[src/rtl/idecode_if.sv]
// idecode_if: fetch/writeback/hazard inputs and ID/EX outputs of the decode stage.
// Bit numbering is big-endian (bit 0 is the MSB) throughout.
interface idecode_if;
    logic [0:31] ir_in;
    logic [0:31] pc_in;
    logic        wb_we;
    logic [0:4]  wb_addr;
    logic [0:31] wb_data;
    logic        ex_memread;
    logic        ex_regwrite;
    logic [0:4]  ex_dest;
    logic        mem_regwrite;
    logic [0:4]  mem_dest;
    logic        stall;
    logic        br_taken;
    logic [0:31] br_target;
    logic        valid_out;
    logic [0:31] pc_out;
    logic [0:31] rs_data;
    logic [0:31] rt_data;
    logic [0:31] imm_ext;
    logic [0:4]  dest;
    logic [0:5]  funct;
    logic        reg_write;
    logic        mem_read;
    logic        mem_write;
    logic        alu_src;
    logic        illegal;

    modport master (
        output ir_in, pc_in, wb_we, wb_addr, wb_data,
               ex_memread, ex_regwrite, ex_dest, mem_regwrite, mem_dest,
        input  stall, br_taken, br_target, valid_out, pc_out, rs_data, rt_data,
               imm_ext, dest, funct, reg_write, mem_read, mem_write, alu_src, illegal
    );

    modport slave (
        input  ir_in, pc_in, wb_we, wb_addr, wb_data,
               ex_memread, ex_regwrite, ex_dest, mem_regwrite, mem_dest,
        output stall, br_taken, br_target, valid_out, pc_out, rs_data, rt_data,
               imm_ext, dest, funct, reg_write, mem_read, mem_write, alu_src, illegal
    );
endinterface

[src/rtl/idecode.sv]
// idecode: IF/ID latch, 32x32 register file, decode, in-decode branch resolution and hazard stall.
// Define DECODE_BYPASS_EN to forward same-cycle writeback data to register reads.
module idecode (
    input  logic     clock,
    input  logic     reset_n,
    idecode_if.slave bus
);
    localparam logic [0:5] OP_RTYPE = 6'h00;
    localparam logic [0:5] OP_J     = 6'h02;
    localparam logic [0:5] OP_BEQ   = 6'h04;
    localparam logic [0:5] OP_BNE   = 6'h05;
    localparam logic [0:5] OP_ADDI  = 6'h08;
    localparam logic [0:5] OP_LW    = 6'h23;
    localparam logic [0:5] OP_SW    = 6'h2B;

    typedef struct packed {
        logic        valid;
        logic [0:31] pc;
        logic [0:31] rs_data;
        logic [0:31] rt_data;
        logic [0:31] imm;
        logic [0:4]  dest;
        logic [0:5]  funct;
        logic        reg_write;
        logic        mem_read;
        logic        mem_write;
        logic        alu_src;
        logic        illegal;
    } idex_t;

    logic [0:31] ir_q, ir_d, pc_q, pc_d;
    logic        if_vld_q, if_vld_d;
    logic [0:31] rf_q [32];
    logic [0:31] rf_d [32];
    idex_t       idex_q, idex_d;

    logic [0:5]  opcode;
    logic [0:4]  rs, rt, rd;
    logic [0:15] imm;
    logic [0:25] jidx;
    logic [0:31] rs_val, rt_val, imm_ext, pc4, target;
    logic [0:4]  dec_dest;
    logic        dec_rw, dec_mr, dec_mw, dec_as, dec_ill;
    logic        uses_rt, is_br, is_j;
    logic        load_use, br_hz, wb_hz, stall, taken;

    assign opcode  = ir_q[0:5];
    assign rs      = ir_q[6:10];
    assign rt      = ir_q[11:15];
    assign rd      = ir_q[16:20];
    assign imm     = ir_q[16:31];
    assign jidx    = ir_q[6:31];
    assign imm_ext = {{16{imm[0]}}, imm};
    assign pc4     = pc_q + 32'd4;

    always_comb begin
        rs_val = (rs == 5'd0) ? 32'd0 : rf_q[rs];
        rt_val = (rt == 5'd0) ? 32'd0 : rf_q[rt];
`ifdef DECODE_BYPASS_EN
        if (bus.wb_we && bus.wb_addr != 5'd0 && bus.wb_addr == rs) rs_val = bus.wb_data;
        if (bus.wb_we && bus.wb_addr != 5'd0 && bus.wb_addr == rt) rt_val = bus.wb_data;
`endif
    end

    always_comb begin
        dec_rw   = 1'b0;
        dec_mr   = 1'b0;
        dec_mw   = 1'b0;
        dec_as   = 1'b0;
        dec_ill  = 1'b0;
        dec_dest = 5'd0;
        uses_rt  = 1'b0;
        is_br    = 1'b0;
        is_j     = 1'b0;
        case (opcode)
            OP_RTYPE: begin dec_rw = 1'b1; dec_dest = rd; uses_rt = 1'b1; end
            OP_ADDI:  begin dec_rw = 1'b1; dec_as = 1'b1; dec_dest = rt; end
            OP_LW:    begin dec_rw = 1'b1; dec_mr = 1'b1; dec_as = 1'b1; dec_dest = rt; end
            OP_SW:    begin dec_mw = 1'b1; dec_as = 1'b1; uses_rt = 1'b1; end
            OP_BEQ, OP_BNE: begin is_br = 1'b1; uses_rt = 1'b1; end
            OP_J:     is_j = 1'b1;
            default:  dec_ill = 1'b1;
        endcase
    end

    // Branches compare in decode, so any in-flight producer of an operand must drain first.
    assign load_use = bus.ex_memread && bus.ex_dest != 5'd0 &&
                      (bus.ex_dest == rs || (uses_rt && bus.ex_dest == rt));
    assign br_hz    = is_br &&
                      ((bus.ex_regwrite && bus.ex_dest != 5'd0 &&
                        (bus.ex_dest == rs || bus.ex_dest == rt)) ||
                       (bus.mem_regwrite && bus.mem_dest != 5'd0 &&
                        (bus.mem_dest == rs || bus.mem_dest == rt)));
`ifdef DECODE_BYPASS_EN
    assign wb_hz    = 1'b0;
`else
    assign wb_hz    = bus.wb_we && bus.wb_addr != 5'd0 &&
                      (bus.wb_addr == rs || bus.wb_addr == rt);
`endif
    assign stall    = if_vld_q && (load_use || br_hz || wb_hz);

    always_comb begin
        taken  = if_vld_q && !stall &&
                 (is_j || (opcode == OP_BEQ && rs_val == rt_val) ||
                          (opcode == OP_BNE && rs_val != rt_val));
        target = 32'd0;
        if (taken) target = is_j ? {pc4[0:3], jidx, 2'b00} : pc4 + {imm_ext[2:31], 2'b00};
    end

    always_comb begin
        ir_d     = ir_q;
        pc_d     = pc_q;
        if_vld_d = if_vld_q;
        if (!stall) begin
            ir_d     = bus.ir_in;
            pc_d     = bus.pc_in;
            if_vld_d = 1'b1;
        end
        rf_d = rf_q;
        if (bus.wb_we && bus.wb_addr != 5'd0) rf_d[bus.wb_addr] = bus.wb_data;
    end

    // A stalled or empty slot issues an all-zero bubble.
    always_comb begin
        idex_d = '0;
        if (if_vld_q && !stall) begin
            idex_d.valid     = 1'b1;
            idex_d.pc        = pc_q;
            idex_d.rs_data   = rs_val;
            idex_d.rt_data   = rt_val;
            idex_d.imm       = imm_ext;
            idex_d.dest      = dec_dest;
            idex_d.funct     = ir_q[26:31];
            idex_d.reg_write = dec_rw;
            idex_d.mem_read  = dec_mr;
            idex_d.mem_write = dec_mw;
            idex_d.alu_src   = dec_as;
            idex_d.illegal   = dec_ill;
        end
    end

    always_ff @(posedge clock or negedge reset_n) begin
        if (!reset_n) begin
            ir_q     <= '0;
            pc_q     <= '0;
            if_vld_q <= 1'b0;
            idex_q   <= '0;
            for (int i = 0; i < 32; i++) rf_q[i] <= '0;
        end else begin
            ir_q     <= ir_d;
            pc_q     <= pc_d;
            if_vld_q <= if_vld_d;
            idex_q   <= idex_d;
            for (int i = 0; i < 32; i++) rf_q[i] <= rf_d[i];
        end
    end

    assign bus.stall     = stall;
    assign bus.br_taken  = taken;
    assign bus.br_target = target;
    assign bus.valid_out = idex_q.valid;
    assign bus.pc_out    = idex_q.pc;
    assign bus.rs_data   = idex_q.rs_data;
    assign bus.rt_data   = idex_q.rt_data;
    assign bus.imm_ext   = idex_q.imm;
    assign bus.dest      = idex_q.dest;
    assign bus.funct     = idex_q.funct;
    assign bus.reg_write = idex_q.reg_write;
    assign bus.mem_read  = idex_q.mem_read;
    assign bus.mem_write = idex_q.mem_write;
    assign bus.alu_src   = idex_q.alu_src;
    assign bus.illegal   = idex_q.illegal;
endmodule

[src/flat_wrapper.sv]
// flat-port wrapper written by rule: the top's interface ports become plain ports
module idecode_flat 
  (clock, reset_n, bus_ir_in, bus_pc_in, bus_wb_we, bus_wb_addr, bus_wb_data, bus_ex_memread, bus_ex_regwrite, bus_ex_dest, bus_mem_regwrite, bus_mem_dest, bus_stall, bus_br_taken, bus_br_target, bus_valid_out, bus_pc_out, bus_rs_data, bus_rt_data, bus_imm_ext, bus_dest, bus_funct, bus_reg_write, bus_mem_read, bus_mem_write, bus_alu_src, bus_illegal);
  idecode_if bus_i ();
  input  logic clock;
  input  logic reset_n;
  input wire logic [$bits(bus_i.ir_in)-1:0] bus_ir_in;
  input wire logic [$bits(bus_i.pc_in)-1:0] bus_pc_in;
  input wire logic [$bits(bus_i.wb_we)-1:0] bus_wb_we;
  input wire logic [$bits(bus_i.wb_addr)-1:0] bus_wb_addr;
  input wire logic [$bits(bus_i.wb_data)-1:0] bus_wb_data;
  input wire logic [$bits(bus_i.ex_memread)-1:0] bus_ex_memread;
  input wire logic [$bits(bus_i.ex_regwrite)-1:0] bus_ex_regwrite;
  input wire logic [$bits(bus_i.ex_dest)-1:0] bus_ex_dest;
  input wire logic [$bits(bus_i.mem_regwrite)-1:0] bus_mem_regwrite;
  input wire logic [$bits(bus_i.mem_dest)-1:0] bus_mem_dest;
  output wire logic [$bits(bus_i.stall)-1:0] bus_stall;
  output wire logic [$bits(bus_i.br_taken)-1:0] bus_br_taken;
  output wire logic [$bits(bus_i.br_target)-1:0] bus_br_target;
  output wire logic [$bits(bus_i.valid_out)-1:0] bus_valid_out;
  output wire logic [$bits(bus_i.pc_out)-1:0] bus_pc_out;
  output wire logic [$bits(bus_i.rs_data)-1:0] bus_rs_data;
  output wire logic [$bits(bus_i.rt_data)-1:0] bus_rt_data;
  output wire logic [$bits(bus_i.imm_ext)-1:0] bus_imm_ext;
  output wire logic [$bits(bus_i.dest)-1:0] bus_dest;
  output wire logic [$bits(bus_i.funct)-1:0] bus_funct;
  output wire logic [$bits(bus_i.reg_write)-1:0] bus_reg_write;
  output wire logic [$bits(bus_i.mem_read)-1:0] bus_mem_read;
  output wire logic [$bits(bus_i.mem_write)-1:0] bus_mem_write;
  output wire logic [$bits(bus_i.alu_src)-1:0] bus_alu_src;
  output wire logic [$bits(bus_i.illegal)-1:0] bus_illegal;
  assign bus_i.ir_in = bus_ir_in;
  assign bus_i.pc_in = bus_pc_in;
  assign bus_i.wb_we = bus_wb_we;
  assign bus_i.wb_addr = bus_wb_addr;
  assign bus_i.wb_data = bus_wb_data;
  assign bus_i.ex_memread = bus_ex_memread;
  assign bus_i.ex_regwrite = bus_ex_regwrite;
  assign bus_i.ex_dest = bus_ex_dest;
  assign bus_i.mem_regwrite = bus_mem_regwrite;
  assign bus_i.mem_dest = bus_mem_dest;
  assign bus_stall = bus_i.stall;
  assign bus_br_taken = bus_i.br_taken;
  assign bus_br_target = bus_i.br_target;
  assign bus_valid_out = bus_i.valid_out;
  assign bus_pc_out = bus_i.pc_out;
  assign bus_rs_data = bus_i.rs_data;
  assign bus_rt_data = bus_i.rt_data;
  assign bus_imm_ext = bus_i.imm_ext;
  assign bus_dest = bus_i.dest;
  assign bus_funct = bus_i.funct;
  assign bus_reg_write = bus_i.reg_write;
  assign bus_mem_read = bus_i.mem_read;
  assign bus_mem_write = bus_i.mem_write;
  assign bus_alu_src = bus_i.alu_src;
  assign bus_illegal = bus_i.illegal;
  idecode u_core (.clock(clock), .reset_n(reset_n), .bus(bus_i));
endmodule
[config.mk]
export PLATFORM = sky130hd
export DESIGN_NAME = idecode_flat
export DESIGN_NICKNAME = d
export VERILOG_FILES = /design/src/rtl/idecode_if.sv /design/src/rtl/idecode.sv /design/src/flat_wrapper.sv
export SDC_FILE = /design/constraint.sdc
export NUM_CORES = 2
export LEC_CHECK = 0
export ABC_AREA = 1
export BUFFER_PORTS_ARGS = -buffer_cell sky130_fd_sc_hd__buf_2
export CORE_MARGIN = 8
export CORE_UTILIZATION = 45
export DETAILED_ROUTE_END_ITERATION = 6
export RECOVER_POWER = 25
export SLEW_MARGIN = 30
export SYNTH_ARGS = -nofsm -noshare
export SYNTH_HDL_FRONTEND = slang
export SYNTH_SLANG_ARGS = --single-unit
[constraint.sdc]
create_clock -name clock -period 8.7 [get_ports clock]
set_input_delay 0.435 -clock clock [delete_from_list [all_inputs] [get_ports clock]]
set_output_delay 0.435 -clock clock [all_outputs]
set_load 0.05 [all_outputs]
==> summary.md <==
| Metric | Value |
|---|---|
| Syn Std Cell Area | 69180 um^2 |
| Worst EP arrival | 6.26 ns |
| Status | complete, but fails checks |
| CTS root buf | clkbuf_16 |
| Vias post-DR | 68950 |
| Synth cell types | 53 |
| Worst path cell trace | buf_4, buf_12, o21ai_0, nand2_1, nand3_1, nor2_1, nand2_1, nand3_1, nor2_1, nor2_1, nand2_1, nor2_1, nand2_1, nor2_1, nand2_1, nand2_1, nand3_2, nand2_4, nor2_2, buf_2 |
| Final net count | 9927 |
| CTS max path bufs | 3 |
| Port-buffer cells | 295 |
| Drt via density | 5.773 |
| Most frequent cells in the layout | nand2_1 (3178), o21ai_0 (1240), dfrtp_1 (1202), nand3_1 (1137), inv_1 (838) |
| RSZ-0062 raised after global routing | no |
| DRT iter0 DRCs | 8754 |
| Failing checks | capacitance limit, slew limit |
| CTS tree | built |
| Cell count after synthesis | 9941 |
| Ys flop type | dfrtp_1 |
| Clock Sinks | 1212 |
| Worst-Margin Slew | 3.781 ns |
| DRC errors left | 0 |
| MaxCap Viol Count | 13 |
| Sw Share | 0.3493 |
| Worst path max stage delay | 0.81 ns |
| Clock Latency Late Sink | 0.80 ns |
| Initial core utilization | 0.4512 |
| H-tree depth | 4 |
| Gpl congestion | 0.9177 |
| Crit. End Element | output pin |
| Final Cycle Share | 0.7690 |
| Final TNS setup | 0 ns |
| Syn nets | 10090 |
| GR Overflow Total | 0 |
| Hold_buf cts | 82 |
| Vias in the first global route | 64510 |
| Gr busiest metal | met2 |
| Sequential Area | 30360 um^2 |
| GRT Util Overall | 0.3278 |
| Core ar. | 153300 um^2 |
| Simple-gate portion of the synthesized area | 0.3021 |
| Buf/Inv on CP | 3 |
| Fmax | 149.5 MHz |
| Boundary Pins | 296 |
| Post-synthesis xor/xnor area fraction | 0.006837 |
| Avg Inst Size Synth | 6.959 um^2 |
| Final HPWL DP | 164600 um |
| Pint | 11.48 mW |
| Slew HR | -1.521 |
| Initial antenna violation count | 27 |
| Clock-pin slew on the worst setup and hold paths | 0.06 ns |
| Clock power frac | 0.339 |
| Final Slew Violations | 493 |
| Average wire per standard cell | 23.63 um |
| P per Cell Area | 230.6 nW/um^2 |
| Routed WL | 282300 um |
| Worst IR Drop VDD | 0.0002181 V |
| Largest family of logic cells by synthesized area | simple AND/OR/NAND/NOR gates |
| Critical-path top delay cell | buf_4 |
| HP Class | input port to register |
| Post-cts resize count | 0 |
| Fillers | 15190 |
| Final-report setup violation count | 0 |
| Crit Path Class | register to output pin |
| Post-synthesis compound-gate area fraction | 0.1471 |
| Met1 Resource Use GR | 0.4402 |
| Setup Buffers After CTS | 0 |
| Final worst setup slack | 2.009 ns |
| Largest net degree at the start of global routing | 200 |
| Asr flop ratio synth | 1.000 |
| Sequential area share after synthesis | 0.4384 |
| Post-synth EDFFs | 0 |
| Horiz. Die Dim | 408.1 um |
| Worst Clk Skew | 0.03465 ns |
| Worst Path Max Fanout | 178 |
| Startpoint types | register |
| Post-Place Setup Slack | 2.880 ns |
| Layout cell share with drive strength beyond 1 | 0.07165 |
| Post-Synth Adder-Cell Area | 0.006620 |
| Grt met2 use | 0.4996 |
| Synth warnings | 0 |
| Full die area | 166500 um^2 |
| Flop pwr share | 0.416 |
| Leak pwr | 37.20 nW |
| Routed Antenna Nets | 0 |
| Layout area overhead | 10.54% |
| CP dominant cell by count | nand2_1 |
| Most common cell after layout, fill and taps aside | nand2_1 |
| Switching power | 6.161 mW |
| Delay-heaviest family, CP | simple AND/OR/NAND/NOR gates |
| Row count | 144 |
| TritonRoute pass-1 iters | 7 |
| Comb pwr share | 0.244 |
| Hold Violations, Final | 0 |
| First-pass GRT wire length | 419800 um |
| FF+latch count, synth | 1212 |
| Min Tclk post-route | 6.691 ns |
| DIE HEIGHT | 408.1 um |
| TritonCTS Buffers | 140 |
| Mux cell area share after synthesis | 0 |
| Area of the multi-input gates | 32170 um^2 |
| Met3 Resource Use GR | 0.05931 |
| Critical path required time | 8.27 ns |
## cell type report
class	count	share of cell area
sequential	1212	0.3971
clock buffer	200	0.05380
antenna	19	0.0006218
timing repair buffer	494	0.04591
multi-input combinational	7075	0.4208
inverter	851	0.04230
tap	2044	0.03345
clock inverter	50	0.006054
## power by group through the flow
stage	Clock, mW	Combinational, mW	Sequential, mW
global route	6.28	4.83	7.45
detailed placement	0	4.21	7.41
global placement	0	4.12	7.38
floorplan	0	2.85	7.39
finish	5.99	4.31	7.34
CTS	6.06	4.26	7.32
## synth_stat cells (3+ instances only)
cell type / count / area, um^2
o22ai_1: 5 / 31.28
a22oi_1: 6 / 45.04
buf_6: 14 / 157.7
o21a_1: 4 / 30.03
nor2_4: 3 / 33.78
a21o_1: 4 / 30.03
o21bai_1: 3 / 22.52
buf_4: 33 / 247.7
nor2_2: 31 / 193.9
a211oi_1: 3 / 22.52
nand2_1: 3183 / 11950
xnor2_1: 15 / 131.4
or2_2: 20 / 125.1
clkinv_1: 3 / 11.26
inv_1: 839 / 3149
nor3_1: 24 / 120.1
inv_2: 7 / 26.28
a31oi_1: 6 / 37.54
a21oi_1: 320 / 1602
nor2b_1: 4 / 25.02
clkbuf_1: 398 / 1494
o21ai_0: 1240 / 6206
nand4_1: 17 / 106.4
ha_1: 35 / 437.9
buf_2: 319 / 1597
o211ai_1: 261 / 1959
dfrtp_1: 1212 / 30330
nand3_1: 1138 / 5695
nor4_1: 9 / 56.30
xor2_1: 39 / 341.6
buf_1: 39 / 146.4
nor2_1: 667 / 2504
o21ai_1: 14 / 70.07
## through the flow
stage               utilization  power, mW  hold WS (ns)  cells  area, um^2
floorplan                     -      10.24        0.1394   9941       69180
global placement         0.4627      11.50        0.3646  11580       70950
detailed placement       0.4641      11.62        0.3656  11590       71150
CTS                      0.4993      17.64     0.0006329  11920       76550
global route             0.4986      18.56       0.04105  11940       76450
finish                   0.4987      17.64       0.05408  11950       76470
## worst paths after layout
path	from	endpoint	slack, ns	cells past startpoint
min in group asynchronous	reset_n	u_core.bus.rs_data[5]$_DFF_PN0_	1.53	2
worst min register to register	u_core.rf_q[1016]$_DFFE_PN0P_	u_core.rf_q[1016]$_DFFE_PN0P_	0.38	0
worst max-delay path	u_core.ir_q[10]$_DFFE_PN0N_	bus_br_target[11]	2.01	20
max in group asynchronous	reset_n	u_core.rf_q[156]$_DFFE_PN0P_	2.07	5
worst min-delay path	bus_wb_data[13]	u_core.rf_q[973]$_DFFE_PN0P_	0.05	3
worst max register to register	u_core.ir_q[15]$_DFFE_PN0N_	u_core.bus.rs_data[3]$_DFF_PN0_	3.66	10
## worst register-to-register path, cell delays in order (launching register included)
cell	delay (ns)
dfrtp_4	0.74
buf_12	0.62
buf_12	0.59
xor2_1	0.37
a211oi_1	0.21
nand2_1	0.08
o32ai_1	0.22
nand2_1	0.33
nand4_1	0.27
buf_4	0.81
nor2_1	0.53
## state kept, by name, summed over array words and instances, names as in the netlist, 5 cells and up
name                count
u_core.pc_q            32
u_core.bus.rs_data     32
u_core.ir_q            32
u_core.bus.pc_out      32
u_core.bus.rt_data     32
u_core.rf_q          1024
u_core.bus.dest         5
u_core.bus.imm_ext     16
## per-layer routing
metal / routed length, um / up-vias
met5: 35 / -
met2: 122500 / 3749
met1: 113700 / 32800
met3: 27640 / 823
li1: - / 31580
met4: 18410 / 6
## logic make-up (layout without fill, tap and decap cells)
kind of cell | count (synthesis) | count (layout)
AO/OA/AOI/OAI | 1879 | 1879
XOR/XNOR | 54 | 54
adder cells (fa/ha/maj) | 36 | 36
buffers and inverters | 1654 | 1595
flip-flops | 1212 | 1212
other | 1 | 20
AND/OR/NAND/NOR | 5105 | 5105
No activity file was read; power rests on OpenSTA's default activity.
